<file path="src/rtl/imem_fetch_if.sv">
// Purpose: bundles the imem read port, the redirect request and the fetch-to-decode
// valid/ready handshake of the instruction fetch stage.
//   imem_addr      fetch -> imem    word address
//   imem_q         imem  -> fetch   combinational read data
//   redirect_valid/redirect_pc      pc reload request (branch/trap/mret)
//   if_valid/if_ready               item handshake to decode
//   if_instr/if_pc/if_fault         fetched item payload
// master = the fetch stage, slave = its environment (imem, redirect source, decode).
interface imem_fetch_if #(
    parameter int N      = 32,
    parameter int ADDR_W = 6
);
    logic [ADDR_W-1:0] imem_addr;
    logic [N-1:0]      imem_q;
    logic              redirect_valid;
    logic [31:0]       redirect_pc;
    logic              if_valid;
    logic              if_ready;
    logic [N-1:0]      if_instr;
    logic [31:0]       if_pc;
    logic              if_fault;

    modport master (
        output imem_addr, if_valid, if_instr, if_pc, if_fault,
        input  imem_q, redirect_valid, redirect_pc, if_ready
    );

    modport slave (
        input  imem_addr, if_valid, if_instr, if_pc, if_fault,
        output imem_q, redirect_valid, redirect_pc, if_ready
    );
endinterface

</file>
<file path="src/rtl/imem_fetch.sv">
// Purpose: instruction fetch stage. Owns the PC, addresses the combinational imem,
// registers the returned word into a one-entry output buffer and hands it to decode
// over valid/ready. Redirects reload the PC; a misaligned target produces a single
// fault item (nop payload) and fetching stops until the next redirect.
// Ports:
//   clk          rising-edge clock
//   reset        synchronous active-high reset
//   bus          imem_fetch_if master (imem port, redirect, decode handshake)
//   fetch_count  number of non-fault, non-squashed transfers (wraps)
module imem_fetch #(
    parameter int          N        = 32,
    parameter int          ADDR_W   = 6,
    parameter logic [31:0] RESET_PC = 32'h0000_0000
) (
    input  logic                clk,
    input  logic                reset,
    imem_fetch_if.master        bus,
    output logic [31:0]         fetch_count
);
    typedef enum logic [1:0] {
        BOOT  = 2'd0,
        RUN   = 2'd1,
        FAULT = 2'd2
    } state_t;

    localparam logic [N-1:0] NOP_INSTR = N'(32'h0000_0013);

    state_t      state_q, state_d;
    logic [31:0] pc_q, pc_d;
    logic        valid_q, valid_d;
    logic [N-1:0] instr_q, instr_d;
    logic [31:0] ifpc_q, ifpc_d;
    logic        fault_q, fault_d;
    logic [31:0] count_q, count_d;

    logic load_s;
    logic transfer_s;

    assign load_s     = ~valid_q | bus.if_ready;
    assign transfer_s = valid_q & bus.if_ready;

    // Next-state and output-register values; a redirect overrides load and stall.
    always_comb begin
        state_d = state_q;
        pc_d    = pc_q;
        valid_d = valid_q;
        instr_d = instr_q;
        ifpc_d  = ifpc_q;
        fault_d = fault_q;
        count_d = count_q;
        if (bus.redirect_valid) begin
            // Any transfer in this cycle is squashed, so the count is left alone.
            pc_d = bus.redirect_pc;
            if (bus.redirect_pc[1:0] == 2'b00) begin
                state_d = RUN;
                valid_d = 1'b0;
                fault_d = 1'b0;
            end else begin
                state_d = FAULT;
                valid_d = 1'b1;
                fault_d = 1'b1;
                ifpc_d  = bus.redirect_pc;
                instr_d = NOP_INSTR;
            end
        end else begin
            if (transfer_s && !fault_q) begin
                count_d = count_q + 32'd1;
            end else begin
                count_d = count_q;
            end
            case (state_q)
                BOOT: begin
                    // One idle cycle; imem_addr already shows RESET_PC for the first capture.
                    state_d = RUN;
                end
                RUN: begin
                    if (load_s) begin
                        instr_d = bus.imem_q;
                        ifpc_d  = pc_q;
                        fault_d = 1'b0;
                        valid_d = 1'b1;
                        pc_d    = pc_q + 32'd4;
                    end else begin
                        pc_d    = pc_q;
                        valid_d = valid_q;
                    end
                end
                FAULT: begin
                    // No fetching here: the fault item drains and pc waits for a redirect.
                    if (transfer_s) begin
                        valid_d = 1'b0;
                    end else begin
                        valid_d = valid_q;
                    end
                end
                default: begin
                    state_d = BOOT;
                end
            endcase
        end
    end

    // State and output registers with synchronous reset.
    always_ff @(posedge clk) begin
        if (reset) begin
            state_q <= BOOT;
            pc_q    <= RESET_PC;
            valid_q <= 1'b0;
            instr_q <= '0;
            ifpc_q  <= 32'd0;
            fault_q <= 1'b0;
            count_q <= 32'd0;
        end else begin
            state_q <= state_d;
            pc_q    <= pc_d;
            valid_q <= valid_d;
            instr_q <= instr_d;
            ifpc_q  <= ifpc_d;
            fault_q <= fault_d;
            count_q <= count_d;
        end
    end

    // Word address truncates, so fetches past the last word alias back to word 0.
    assign bus.imem_addr = pc_q[ADDR_W+1:2];
    assign bus.if_valid  = valid_q;
    assign bus.if_instr  = instr_q;
    assign bus.if_pc     = ifpc_q;
    assign bus.if_fault  = fault_q;
    assign fetch_count   = count_q;
endmodule
</file>
<file path="src/flat_wrapper.sv">
// flat-port wrapper written by rule: the top's interface ports become plain ports
module imem_fetch_flat 
#(
    parameter int          N        = 32,
    parameter int          ADDR_W   = 6,
    parameter logic [31:0] RESET_PC = 32'h0000_0000
)
  (clk, reset, fetch_count, bus_imem_addr, bus_if_valid, bus_if_instr, bus_if_pc, bus_if_fault, bus_imem_q, bus_redirect_valid, bus_redirect_pc, bus_if_ready);
  imem_fetch_if #(.N(N), .ADDR_W(ADDR_W)) bus_i ();
  input  logic clk;
  input  logic reset;
  output logic [31:0] fetch_count;
  output wire logic [$bits(bus_i.imem_addr)-1:0] bus_imem_addr;
  output wire logic [$bits(bus_i.if_valid)-1:0] bus_if_valid;
  output wire logic [$bits(bus_i.if_instr)-1:0] bus_if_instr;
  output wire logic [$bits(bus_i.if_pc)-1:0] bus_if_pc;
  output wire logic [$bits(bus_i.if_fault)-1:0] bus_if_fault;
  input wire logic [$bits(bus_i.imem_q)-1:0] bus_imem_q;
  input wire logic [$bits(bus_i.redirect_valid)-1:0] bus_redirect_valid;
  input wire logic [$bits(bus_i.redirect_pc)-1:0] bus_redirect_pc;
  input wire logic [$bits(bus_i.if_ready)-1:0] bus_if_ready;
  assign bus_imem_addr = bus_i.imem_addr;
  assign bus_if_valid = bus_i.if_valid;
  assign bus_if_instr = bus_i.if_instr;
  assign bus_if_pc = bus_i.if_pc;
  assign bus_if_fault = bus_i.if_fault;
  assign bus_i.imem_q = bus_imem_q;
  assign bus_i.redirect_valid = bus_redirect_valid;
  assign bus_i.redirect_pc = bus_redirect_pc;
  assign bus_i.if_ready = bus_if_ready;
  imem_fetch #(.N(N), .ADDR_W(ADDR_W), .RESET_PC(RESET_PC)) u_core (.clk(clk), .reset(reset), .bus(bus_i), .fetch_count(fetch_count));
endmodule
</file>
<file path="config.mk">
export PLATFORM = sky130hd
export DESIGN_NAME = imem_fetch_flat
export DESIGN_NICKNAME = d
export VERILOG_FILES = /design/src/rtl/imem_fetch_if.sv /design/src/rtl/imem_fetch.sv /design/src/flat_wrapper.sv
export SDC_FILE = /design/constraint.sdc
export NUM_CORES = 1
export LEC_CHECK = 0
export BUFFER_PORTS_ARGS = -buffer_cell sky130_fd_sc_hd__buf_2
export CORE_MARGIN = 3
export CORE_UTILIZATION = 35
export CTS_CLUSTER_DIAMETER = 100
export DETAILED_ROUTE_END_ITERATION = 8
export PLACE_DENSITY = 0.56
export SYNTH_ARGS = -nofsm -noshare
export SYNTH_HDL_FRONTEND = slang
export SYNTH_SLANG_ARGS = --single-unit
</file>
<file path="constraint.sdc">
create_clock -name clk -period 3.53 [get_ports clk]
set_input_delay 0.1765 -clock clk [delete_from_list [all_inputs] [get_ports clk]]
set_output_delay 0.1765 -clock clk [all_outputs]
set_load 0.005 [all_outputs]
</file>
==> reports/qor.yml <==
placed_area_um2: 6880
num_vias: 5461
cts-root-buf: "clkbuf_16"
synth-seq-cells: 132
final_nets: 946
dp_hpwl_um: 10900
insertion_delay_ps: 410
drt_iter0_markers: 221
slowest_stage: "nor3_1"
synthTopCellsByArea: "dfxtp_1, nor2_1, a211oi_1"
cp_data_arrival_time_ps: 2490
syn_inst: 703
placed_cells: 1046
synth_fp_nets: 776
die_height_um: 136
final_cells: 1102
finalCriticalPeriod_ps: 2180
endpoint_kind: "flip-flop"
status: "complete, no violations"
die_w_um: 136
ir_drop_mv: 0.318
core-area_um2: 16200
drive_gt1_frac: 0.246
hold_class: "primary input to flip-flop"
p_leak_nw: 3.22
syn_to_final_growth_pct: 31.8
drc: 0
design_area_um2: 7760
worst_slew_pin_slew_ps: 760
gp_congestion: 0.768
io_pins: 172
cp-start-kind: "flip-flop"
n_antenna_cell: 0
maxSlewViolCount: 0
path_delay_family: "simple AND/OR/NAND/NOR gates"
dp_worst_setup_slack_ps: 1300
clock-sinks: 132
skew_ps: 7.10
slowest_delay_ps: 430
powerDensity_nw_per_um2: 502
antenna_found_initial: 1
cts_max_level: 4
viasPerCell: 4.96
crit_buf_inv: 2
first_pass_iters: 5
slew_headroom: 0.494
dieArea_um2: 18400
grt_pass1_wl_um: 26200
rows: 46
tns_ps: 0
avgSynthCellArea_um2: 8.38
grt_pass1_vias: 5154
fin_crit_sh: 0.618
track_usage: 0.177
port_buffers: 171
ant_nets: 0
worst_slack_ps: 1350
yosys_warnings: 0
grt_max_degree: 66
fmax_mhz: 459
cap_viol_max_count: 0
ys_types: 42
cp.required_ps: 3840
seq_area_frac_synth: 0.449
grt_overflow: 0
cts_tree: "built"
final_core_util: 0.480
cts_buffers: 17
synth_area_um2: 5890
routed_wl_um: 16200
path_clk_slew_ps: 60
start_util: 0.364
synth_top_area_share: 0.449
post_drt_wl_per_cell_um: 14.7
critPathMaxFanout: 7
rsz0062_at_grt: "no"
path_common_cell: "inv_1"
hold_viol: 0
nFillCells: 1630
cp_cell_sequence: "inv_1 -> ha_1 -> inv_1 -> nor3_1 -> nand4_2 -> or3_1 -> a311oi_1"
critPathKind: "flip-flop to flip-flop"
synth_area_leader_cell: "dfxtp_1"
setup_viol: 0
clk_path_buf_depth: 2
-- registers in the layout, summed over array words and instances, names as in the netlist --
| register | cells |
|---|---|
| u_core.fetch_count | 32 |
| u_core.state_q | 2 |
| u_core.bus.if_instr | 32 |
| u_core.pc_q | 32 |
| u_core.bus.if_valid | 1 |
| u_core.bus.if_fault | 1 |
| u_core.bus.if_pc | 32 |
-- routing by layer --
layer	vias up	share of wire	track usage
met3	15	0.056	0.0397
met1	2512	0.48	0.243
met2	137	0.45	0.276
met5	-	0.00080	0
met4	2	0.011	0.0571
li1	2795	-	-
-- cell type report --
class,count,area (µm²),share of cell area
multi-input cells,503,2980,0.384
inverters,16,60.1,0.00774
repair buffers,203,1170,0.151
flip-flops and latches,132,2640,0.340
well taps,216,270,0.0348
clock buffers,24,492,0.0633
clock inverters,8,146,0.0189
-- final timing paths --
| check | start | to | slack, ps | cells past startpoint |
|---|---|---|---|---|
| worst max-delay path | u_core.state_q[1] | u_core.pc_q[31] | 1350 | 7 |
| worst min-delay path | bus_imem_q[12] | u_core.bus.if_instr[12] | 20 | 3 |
| worst max register to register | u_core.state_q[1] | u_core.pc_q[31] | 1350 | 7 |
| worst min register to register | u_core.bus.if_instr[17] | u_core.bus.if_instr[17] | 460 | 2 |
-- stage by stage --
stage / total power [mW] / hold slack (ps)
2_1_floorplan: 1.86 / 271
3_3_place_gp: 2.02 / 420
3_5_place_dp: 2.02 / 423
4_1_cts: 3.95 / 0.138
5_1_grt: 4.07 / 17.4
6_report: 3.90 / 17.2
-- cell usage in the layout (no fill, tap or decap), types with 6 or more instances in the layout --
master         instances
nor3_1                30
xnor2_1               34
or3_1                  6
buf_2                170
dlygate4sd3_1         24
nand2_1               76
a311oi_1               8
o21ai_0               11
buf_4                  8
a21oi_1               43
clkbuf_16             17
and3_1                 6
mux2i_1               21
nor4_1                 6
dfxtp_1              132
xor2_1                19
o22ai_1                7
nand3_1               48
nor2_1                93
nand4_1               14
a211oi_1              43
inv_1                 15
and4_1                 6
-- report_power, final --
group	leakage, nW	internal, mW	switching [mW]
Combinational	1.82	0.169	0.210
Sequential	1.08	1.57	0.0569
Clock	0.310	1.26	0.638
-- synth_stat cells, drive strengths merged --
cell / n
nand2: 77
nor4bb: 1
and3: 6
dfxtp: 132
a311oi: 8
o31a: 1
xor2: 19
inv: 16
ha: 5
nand3: 49
nor3: 30
and2: 5
nand2b: 1
a211oi: 43
xnor2: 34
a221oi: 1
or4: 2
o21ai: 12
nor2: 94
or3: 6
nor2b: 3
nand4: 16
o211a: 1
a32oi: 1
a21oi: 43
nor4: 8
nand4bb: 1
and4: 6
mux2i: 21
buf: 16
clkbuf: 36
o22ai: 7
nor4b: 2
-- tightest hold or removal path: cells and delay by family --
kind / cells / cell delay [ps]
buf+inv: 1 / 100
simple gates: 1 / 50
compound gates: 1 / 50
-- cell families (layout without fill, tap and decap cells) --
group | Yosys count | in the layout | share of synthesized area
flip-flops | 132 | 132 | 0.449
XOR/XNOR | 53 | 53 | 0.0788
AO/OA/AOI/OAI | 117 | 117 | 0.127
adder cells (fa/ha/maj) | 5 | 5 | 0.0106
multiplexers | 21 | 21 | 0.0357
buffers and inverters | 68 | 251 | 0.0480
AND/OR/NAND/NOR | 307 | 307 | 0.251
-- repair_timing --
item                      CTS  global route
resized for setup           0             0
hold buffers               24             0
buffers inserted            0             0
hold endpoints to repair   24             0
Power figures use the tool's default switching activity.
